$ cat config.mk
export PLATFORM = sky130hd
export DESIGN_NAME = pack_stim_monitor
export DESIGN_NICKNAME = d
export VERILOG_FILES = /design/src/rtl/pack_test_pkg.sv /design/src/rtl/pack_misr32.sv /design/src/rtl/pack_stim_monitor.sv
export SDC_FILE = /design/constraint.sdc
export NUM_CORES = 1
export LEC_CHECK = 0
export CORE_MARGIN = 4
export CORE_UTILIZATION = 30
export DETAILED_ROUTE_END_ITERATION = 6
export PLACE_DENSITY = 0.51
export SETUP_SLACK_MARGIN = 0.02
export SLEW_MARGIN = 10
export SYNTH_ARGS = -nofsm -noshare
export SYNTH_HDL_FRONTEND = slang
export SYNTH_HIERARCHICAL = 1
export SYNTH_SLANG_ARGS = --single-unit
$ cat constraint.sdc
create_clock -name clk -period 2.7 [get_ports clk]
set_input_delay 0.81 -clock clk [delete_from_list [all_inputs] [get_ports clk]]
set_output_delay 0.81 -clock clk [all_outputs]
set_load 0.1 [all_outputs]
$ cat src/rtl/pack_test_pkg.sv
// Shared definitions for the ice40 packing-test stimulus/monitor harness.
//   state_t           : run sequencer states
//   LFSR_TAPS         : Galois feedback mask of the 16-bit stimulus LFSR
//   MISR_POLY_DEFAULT : default signature feedback polynomial
//   lfsr_next()       : one right-shift Galois step of the stimulus LFSR
//   misr_next()       : one compaction step of the 32-bit signature register
package pack_test_pkg;

    typedef enum logic [2:0] {
        IDLE    = 3'd0,
        DUT_RST = 3'd1,
        RUN     = 3'd2,
        DRAIN   = 3'd3,
        DONE    = 3'd4
    } state_t;

    localparam logic [15:0] LFSR_TAPS         = 16'hB400;
    localparam logic [31:0] MISR_POLY_DEFAULT = 32'h04C11DB7;

    function automatic logic [15:0] lfsr_next(input logic [15:0] value);
        return (value >> 1) ^ (value[0] ? LFSR_TAPS : 16'h0000);
    endfunction

    // taps = {outd, outc, outb, outa}; they fold into the low four bits.
    function automatic logic [31:0] misr_next(input logic [31:0] sig,
                                              input logic [3:0]  taps,
                                              input logic [31:0] poly = MISR_POLY_DEFAULT);
        return {sig[30:0], 1'b0} ^ (sig[31] ? poly : 32'h0) ^ {28'b0, taps};
    endfunction

endpackage

$ cat src/rtl/pack_misr32.sv
// 32-bit multiple-input signature register.
//   clk, rst  : clock, asynchronous active-high reset (sig -> 0)
//   clear     : synchronous clear to 0 (wins over enable)
//   enable    : fold taps into the signature on this edge
//   taps[3:0] : {outd, outc, outb, outa}, sampled raw at the edge
//   sig       : current signature
//   sig_next  : value sig takes on the next enabled edge
module pack_misr32
    import pack_test_pkg::*;
#(
    parameter logic [31:0] POLY = MISR_POLY_DEFAULT
) (
    input  logic        clk,
    input  logic        rst,
    input  logic        clear,
    input  logic        enable,
    input  logic [3:0]  taps,
    output logic [31:0] sig,
    output logic [31:0] sig_next
);

    assign sig_next = misr_next(sig, taps, POLY);

    always_ff @(posedge clk or posedge rst) begin
        if (rst) begin
            sig <= 32'h0;
        end else if (clear) begin
            sig <= 32'h0;
        end else if (enable) begin
            sig <= sig_next;
        end
    end

endmodule

$ cat src/rtl/pack_stim_monitor.sv
// Stimulus generator and signature monitor for the ice40 packing-test
// register designs. A run is: hold the DUT in reset, drive LFSR stimulus for
// NUM_CYCLES cycles, drain two cycles, then publish the 32-bit signature.
//   clk, rst        : clock, asynchronous active-high reset
//   start           : launch a run (only looked at in IDLE)
//   busy            : a run is in progress (any state but IDLE)
//   done            : one-cycle pulse while in DONE
//   signature[31:0] : final signature, held until the next accepted start
//   dut_cen/rst/ina/inb : stimulus to the design under test
//   outa..outd      : design taps, compacted into signature bits 0..3
//
// Handshake: start is accepted on an edge where state is IDLE and start is 1;
// busy rises the next cycle and stays up through DONE; done pulses once per
// completed run, with signature already valid in that cycle.
module pack_stim_monitor
    import pack_test_pkg::*;
#(
    parameter logic [15:0] SEED       = 16'hACE1,
    parameter int          NUM_CYCLES = 256,
    parameter int          RST_CYCLES = 2,
    parameter bit          CEN_RANDOM = 1'b1,
    parameter logic [31:0] MISR_POLY  = MISR_POLY_DEFAULT
) (
    input  logic        clk,
    input  logic        rst,
    input  logic        start,
    output logic        busy,
    output logic        done,
    output logic [31:0] signature,
    output logic        dut_cen,
    output logic        dut_rst,
    output logic        dut_ina,
    output logic        dut_inb,
    input  logic        outa,
    input  logic        outb,
    input  logic        outc,
    input  logic        outd
);

    localparam logic [15:0] RUN_LAST = 16'(NUM_CYCLES - 1);
    localparam logic [7:0]  RST_LAST = 8'(RST_CYCLES - 1);

    state_t      state;
    logic [15:0] lfsr;
    logic [15:0] run_cnt;   // RUN cycle count, reused for the two DRAIN cycles
    logic [7:0]  rst_cnt;
    logic [31:0] sig;
    logic [31:0] sig_next;
    logic        start_accept;
    logic        misr_en;

    assign start_accept = (state == IDLE) && start;
    assign misr_en      = (state == RUN) || (state == DRAIN);

    pack_misr32 #(
        .POLY(MISR_POLY)
    ) u_misr (
        .clk     (clk),
        .rst     (rst),
        .clear   (start_accept),
        .enable  (misr_en),
        .taps    ({outd, outc, outb, outa}),
        .sig     (sig),
        .sig_next(sig_next)
    );

    always_ff @(posedge clk or posedge rst) begin
        if (rst) begin
            state     <= IDLE;
            lfsr      <= SEED;
            run_cnt   <= 16'h0;
            rst_cnt   <= 8'h0;
            signature <= 32'h0;
        end else begin
            case (state)
                IDLE: begin
                    if (start) begin
                        state     <= DUT_RST;
                        lfsr      <= SEED;
                        run_cnt   <= 16'h0;
                        rst_cnt   <= 8'h0;
                        signature <= 32'h0;
                    end
                end
                DUT_RST: begin
                    if (rst_cnt == RST_LAST) begin
                        state   <= RUN;
                        run_cnt <= 16'h0;
                    end else begin
                        rst_cnt <= rst_cnt + 8'h1;
                    end
                end
                RUN: begin
                    lfsr <= lfsr_next(lfsr);
                    if (run_cnt == RUN_LAST) begin
                        state   <= DRAIN;
                        run_cnt <= 16'h0;
                    end else begin
                        run_cnt <= run_cnt + 16'h1;
                    end
                end
                DRAIN: begin
                    if (run_cnt == 16'h1) begin
                        state     <= DONE;
                        run_cnt   <= 16'h0;
                        // The DONE entry edge is also the final compaction,
                        // so publish the post-update value.
                        signature <= sig_next;
                    end else begin
                        run_cnt <= run_cnt + 16'h1;
                    end
                end
                DONE:    state <= IDLE;
                default: state <= IDLE;
            endcase
        end
    end

    // Stimulus is a pure decode of state and LFSR so an asynchronous reset
    // silences the DUT inputs in the same cycle.
    always_comb begin
        dut_cen = 1'b0;
        dut_rst = 1'b0;
        dut_ina = 1'b0;
        dut_inb = 1'b0;
        case (state)
            DUT_RST: begin
                dut_rst = 1'b1;
                dut_cen = 1'b1;
            end
            RUN: begin
                dut_ina = lfsr[0];
                dut_inb = lfsr[1];
                dut_cen = CEN_RANDOM ? (lfsr[2] | lfsr[3]) : 1'b1;
            end
            default: ;
        endcase
    end

    assign busy = (state != IDLE);
    assign done = (state == DONE);

endmodule
==> qor.txt, run 1 <==
dominant combinational cell family by area after synthesis -> simple AND/OR/NAND/NOR gates
diode insertion count for antenna repair -> 0
reg-to-reg startpoint -> run_cnt[1]$_DFFE_PP0P_
htree depth -> 3
synthesis-to-layout area growth -> 17.9%
All-Layer GR Usage -> 0.115
Post-synth top flop -> dfrtp_1
share of synthesized flip-flops with an asynchronous set or reset -> 1.00
number of rows in the core area -> 47
estimated wirelength of the detail-placed design -> 7.19 mm
Synth Net Count -> 509
Worst Reg-to-Reg Cells -> 8
FMAX -> 0.391 GHz
Hold/Removal Path Class -> register to register
Crit path arrival time -> 1.75 ns
vertical extent of the die -> 139 µm
later-pin clock latency in the skew report -> 0.35 ns
shortest period the worst path allows -> 2.56 ns
Die Wd -> 139 µm
count of final setup violators -> 0
largest net degree at the start of global routing -> 45
root buffer cell -> clkbuf_16
most frequent cells after synthesis -> 99 x dfrtp_1, 50 x nand3_1, 50 x nor2_1
share of post-route cells with drive strength above 1 -> 0.191
Num CTS Buffers -> 9
Vias/cell -> 4.67
vias in the first global route -> 3583
Crit. Startpoint -> state[1]$_DFFE_PP0P_
Core ar. -> 0.0168 mm²
number of warning messages in the yosys log -> 6
number of detailed-routing iterations run before antenna repair -> 4
Top-Level Pins -> 45
Net count, final -> 535
TritonCTS clock tree -> yes
number of maximum-capacitance violations -> 0
cell types occupying the most area after synthesis -> dfrtp_1 48%, mux2i_1 6.2%, nand3_1 4.8%, dfstp_2 4.1%, nor2_1 3.6%
critical path cell sequence -> or3b_1 -> o21ai_1 -> buf_12
post-route design area -> 0.00610 mm²
number of enable flip-flop cells after synthesis -> 0
max-slew violation total from the final report -> 0
CP startpoint kind -> register
number of buffers between clock root and the deepest sink -> 2
transition time of the tightest slew-check pin -> 0.696 ns
largest voltage drop on the vdd net -> 0.366 mV
violation count after the first detailed-route iteration -> 251
top fanout value on the critical path -> 7
Fin Clk Skew -> 0.00845 ns
compound-cell area share of the yosys netlist -> 0.0984
Stages on worst setup path -> 3
adder-cell share of the synthesized area -> 0.00967
startpoint-to-endpoint class of the critical path -> register to primary output
cell type of the slowest stage on the worst timing path -> or3b_1
Seq/Total Area, Yosys -> 0.519
biggest cell delay along the critical path -> 0.53 ns
synthesized instance count -> 498
vias post-DR -> 3495
summed instance area of the synthesized netlist -> 0.00517 mm²
most area-hungry cell type in the Yosys netlist -> dfrtp_1
r2r setup slk -> 0.35 ns
Max transition margin -> 0.536
PortBufs -> 44
static leakage power -> 0.00285 µW
clock slew seen by the registers of the worst setup and hold paths -> 0.07 ns
Synth top area share -> 0.479
Clock Sinks -> 107
global-route wire length before repair -> 18.6 mm
run status -> finished clean
postcts setup bufs -> 0
Bufs and invs on worst path -> 1
critical path's top delay family -> simple AND/OR/NAND/NOR gates
Final Hold Vio Count -> 0
most common cell in the netlist -> dfrtp_1
endpoint of the worst setup timing path -> dut_cen
WL per Instance -> 14.1 µm
placer congestion estimate -> 0.746
floorplan die area -> 0.0194 mm²
element type at the critical path end -> primary output
unrepaired setup endpoints after global routing -> false
mux contribution to synthesized area -> 0.0641
standard cell area after detailed placement -> 0.00576 mm²
final wirelength -> 10.6 mm
worst reg2reg path endpoint -> run_cnt[11]$_DFFE_PP0P_
library cells used by synthesis -> 56
synthesis-stage register bit count -> 107
xor/xnor share of the synthesized area -> 0.0655
cell area power density -> 714 mW/mm²
total negative setup slack -> 0 ns
required time at the endpoint of the critical path -> 1.89 ns
number of antenna violations at the first check in global routing -> 0
initial core utilization -> 0.309
remaining antenna violation count after routing -> 0
Remaining DRCs -> 0
fraction of the mapped netlist area in simple logic gates -> 0.157
Avg Inst Size Synth -> 10.4 µm²
fraction of the cycle the final worst path needs -> 0.947
final global-route overflow total -> 0
[cells by family after synthesis]
logic type,after synthesis
DFF,107
adders and majority gates,4
buffers and inverters,86
xor gates and xnor gates,26
muxes,33
and+or+nand+nor,164
AOI/OAI and AO/OA,78
[final cells by class]
type / instances / area (µm²)
flip-flops and latches: 107 / 2690
well taps: 220 / 275
clock inverters: 3 / 68.8
inverters: 40 / 154
clock buffers: 13 / 270
multi-input cells: 305 / 2060
fillers: 1661 / 10700
repair buffers: 61 / 586
[worst min-delay path, cell delays in order, from the launching register on]
cell and delay [ns]:
dfrtp_1 0.34, nand2_1 0.04, o21ai_0 0.06
[cells in the final DEF, fill, tap and decap left out, types with 10 or more instances in the layout]
cell,count
inv_1,37
nand3_1,50
o21ai_1,10
mux2i_1,32
nor2_1,50
nand2_1,21
o21ai_0,29
dfrtp_1,98
buf_4,46
[report_power, final]
part | switching (µW) | internal, µW | total (µW) | leakage, µW
logic | 378 | 397 | 775 | 0.00134
clock network | 580 | 892 | 1470 | 0.000166
registers | 247 | 1870 | 2110 | 0.00134
[metrics by stage]
step | hold slack [ns] | setup WS (ns) | util | total power, µW | std cells
CTS | 0.495 | 0.0519 | 0.364 | 4430 | 749
global route | 0.514 | 0.0777 | 0.364 | 4650 | 749
global placement | 0.476 | 0.0560 | 0.344 | 2910 | 733
detailed placement | 0.480 | 0.0461 | 0.344 | 2930 | 733
finish | 0.487 | 0.144 | 0.364 | 4360 | 749
floorplan | 0.450 | -0.490 | - | 2950 | 498
[routing by layer]
metal	wire (µm)	up-vias	GRT usage
met5	0	-	0
li1	-	1727	-
met3	283	13	0.0220
met2	4760	49	0.168
met1	5370	1706	0.168
met4	189	0	0.0463
[worst min path at each step]
stage,depth (start not counted),from,slack (ns),endpoint
6_report,2,lfsr[12]$_DFFE_PP0P_,0.49,lfsr[12]$_DFFE_PP0P_
2_1_floorplan,2,lfsr[12]$_DFFE_PP0P_,0.45,lfsr[12]$_DFFE_PP0P_
3_5_place_dp,2,lfsr[12]$_DFFE_PP0P_,0.48,lfsr[12]$_DFFE_PP0P_
5_1_grt,2,lfsr[12]$_DFFE_PP0P_,0.51,lfsr[12]$_DFFE_PP0P_
3_3_place_gp,2,lfsr[12]$_DFFE_PP0P_,0.48,lfsr[12]$_DFFE_PP0P_
4_1_cts,2,lfsr[12]$_DFFE_PP0P_,0.50,lfsr[12]$_DFFE_PP0P_
[sequential cells by signal, indices dropped and copies added (netlist names)]
name	flops
run_cnt	16
signature	32
lfsr	16
rst_cnt	8
u_misr/sig	32
state	3
[repair_timing]
| item | 4_1_cts | 5_1_grt |
|---|---|---|
| endpoints found under the setup margin | 0 | 1 |
| hold buffers | 0 | 0 |
| gates resized for setup | 0 | 1 |
No activity file was read; power rests on OpenSTA's default activity.
==> run 2, diff against run 1 <==
==> constraint.sdc (replaced) <==
create_clock -name clk -period 2.7 [get_ports clk]
set_input_delay 0.27 -clock clk [delete_from_list [all_inputs] [get_ports clk]]
set_output_delay 0.27 -clock clk [all_outputs]
set_load 0.1 [all_outputs]
==> run 2 against run 1 <==
  * Register-to-register slack barely moved
  * Total power shrank 4.9%
  * Sequential cell count did not move
  * Die area unchanged
  * Via count decreased by 1.1%
  * Setup slack improved by 0.13 ns
  * Critical path type unchanged
  * Largest cell class unchanged
  * Largest power group unchanged
  * Highest routed layer unchanged
==> qor.txt, run 2 (synthesis gave the netlist of run 1 again) <==
static leakage power -> 0.00280 µW (-2.0%)
Hold/Removal Path Class -> input port to async pin
Clock Sinks -> 107 (unchanged)
Fin Clk Skew -> 0.0104 ns (+0.00191 ns)
violation count after the first detailed-route iteration -> 291 (+16%)
unrepaired setup endpoints after global routing -> false
leading cell type in the layout, fill and taps excluded -> dfrtp_1
biggest cell delay along the critical path -> 0.42 ns (-0.11 ns)
cell area power density -> 696 mW/mm² (-2.6%)
htree depth -> 3 (unchanged)
run status -> finished clean
later-pin clock latency in the skew report -> 0.35 ns (about the same)
CP startpoint kind -> register
worst-case setup slack after placement -> 0.337 ns (+0.291 ns)
Die Wd -> 139 µm (unchanged)
CTS hold repair buffers -> 0 (unchanged)
Worst Reg-to-Reg Cells -> 7 (-1)
TritonCTS clock tree -> yes
Final Hold Vio Count -> 0 (unchanged)
final global-route overflow total -> 0 (unchanged)
largest voltage drop on the vdd net -> 0.287 mV (-22%)
element type at the critical path end -> primary output
synthesis-to-layout area growth -> 15.1%
clock slew seen by the registers of the worst setup and hold paths -> 0.07 ns (about the same)
estimated wirelength of the detail-placed design -> 6.83 mm (-5.0%)
placer congestion estimate -> 0.784 (+5.0%)
reg-to-reg startpoint -> rst_cnt[1]$_DFFE_PP0P_
vertical extent of the die -> 139 µm (unchanged)
r2r setup slk -> 0.34 ns (about the same)
number of buffers between clock root and the deepest sink -> 2 (unchanged)
Top-Level Pins -> 45 (unchanged)
startpoint-to-endpoint class of the critical path -> register to primary output
vias post-DR -> 3455 (-1.1%)
shortest period the worst path allows -> 2.42 ns (-0.134 ns)
Vias/cell -> 4.64 (-0.48%)
WL per Instance -> 14.0 µm (-0.70%)
PortBufs -> 44 (unchanged)
number of antenna violations at the first check in global routing -> 0 (unchanged)
most frequent cells in the layout -> 99 x dfrtp_1, 50 x nor2_1, 50 x nand3_1, 45 x buf_4, 37 x inv_1
Top Registers -> signature x32, u_misr/sig x32
global-route wire length before repair -> 18.0 mm (-3.0%)
Max transition margin -> 0.558 (+0.0221)
Net count, final -> 530 (-0.93%)
Core ar. -> 0.0168 mm² (unchanged)
Setup WS post-layout -> 0.277 ns (+0.134 ns)
remaining antenna violation count after routing -> 0 (unchanged)
diode insertion count for antenna repair -> 0 (unchanged)
largest net degree at the start of global routing -> 76 (+69%)
vias in the first global route -> 3545 (-1.1%)
Crit path arrival time -> 2.15 ns (+0.40 ns)
critical path cell sequence -> nand2b_1 -> inv_2 -> nand2_1 -> o21ai_1 -> buf_12
initial core utilization -> 0.309 (unchanged)
number of maximum-capacitance violations -> 0 (unchanged)
number of detailed-routing iterations run before antenna repair -> 4 (unchanged)
Num CTS Buffers -> 9 (unchanged)
count of instances resized after the clock tree is built -> 0 (unchanged)
hold_ws -> 0.333 ns (-0.154 ns)
worst reg2reg path endpoint -> run_cnt[11]$_DFFE_PP0P_
fill cell instance count of the final layout -> 1661 (unchanged)
share of post-route cells with drive strength above 1 -> 0.179 (-0.0115)
number of rows in the core area -> 47 (unchanged)
transition time of the tightest slew-check pin -> 0.663 ns (-0.0331 ns)
required time at the endpoint of the critical path -> 2.43 ns (+0.54 ns)
fraction of the cycle the final worst path needs -> 0.897 (-0.0494)
postcts setup bufs -> 0 (unchanged)
floorplan die area -> 0.0194 mm² (unchanged)
top fanout value on the critical path -> 10 (+3)
total negative setup slack -> 0 ns (unchanged)
All-Layer GR Usage -> 0.113 (-0.00248)
FMAX -> 0.413 GHz (+5.5%)
cell type of the slowest stage on the worst timing path -> dfrtp_1
root buffer cell -> clkbuf_16
final wirelength -> 10.5 mm (-1.4%)
count of final setup violators -> 0 (unchanged)
Remaining DRCs -> 0 (unchanged)
max-slew violation total from the final report -> 0 (unchanged)
==> run 2: per-layer routing <==
layer / track usage / wire [µm] / vias up
li1: - / - / 1716
met1: 0.153 / 5130 / 1676
met2: 0.173 / 4730 / 54
met3: 0.0281 / 375 / 9
met4: 0.0458 / 221 / 0
met5: 0 / 0 / -
==> run 2: where the power goes <==
group | internal, µW | switching [µW] | leakage [µW] | total [µW]
clock | 663 | 618 | 0.000142 | 1280
combinational | 395 | 357 | 0.00131 | 752
sequential | 1860 | 247 | 0.00134 | 2110
==> run 2: worst max-delay path by stage <==
stage | slack (ns) | start | to
floorplan | 0.05 | state[2]$_DFFE_PP0P_ | dut_cen
global placement | 0.46 | rst_cnt[1]$_DFFE_PP0P_ | run_cnt[11]$_DFFE_PP0P_
detailed placement | 0.34 | rst_cnt[1]$_DFFE_PP0P_ | run_cnt[11]$_DFFE_PP0P_
CTS | 0.23 | state[2]$_DFFE_PP0P_ | dut_cen
global route | 0.12 | state[2]$_DFFE_PP0P_ | dut_cen
finish | 0.28 | state[2]$_DFFE_PP0P_ | dut_cen
==> run 2: layout make-up <==
class,instances,area [µm²],share of cell area
clock buffer,10,239,0.0401
clock inverter,6,48.8,0.00820
inverter,40,150,0.0252
multi-input combinational,305,2060,0.345
sequential,107,2690,0.451
tap,220,275,0.0462
timing repair buffer,56,498,0.0836
==> run 2: critical path, delay by kind of cell (launching register included) <==
kind,cells,cell delay (ns)
simple gates,2,0.63
compound gates,1,0.33
buf+inv,2,0.41
flops,1,0.42
==> run 2: through the flow <==
step	utilization	std cells	instance area, µm²	power (µW)
final	0.355	744	5950	4140
after detailed placement	0.338	728	5670	2900
after CTS	0.355	744	5950	4210
after global routing	0.355	744	5950	4410
after global placement	0.338	728	5670	2880
after floorplan	-	498	5180	2950
==> run 3, diff against run 2 <==
Settings changed: CTS_CLUSTER_DIAMETER set to 80, SKIP_CTS_REPAIR_TIMING set to 1.
==> results of run 3 <==
Final layout, timing and power as in run 2 (identical DEF).
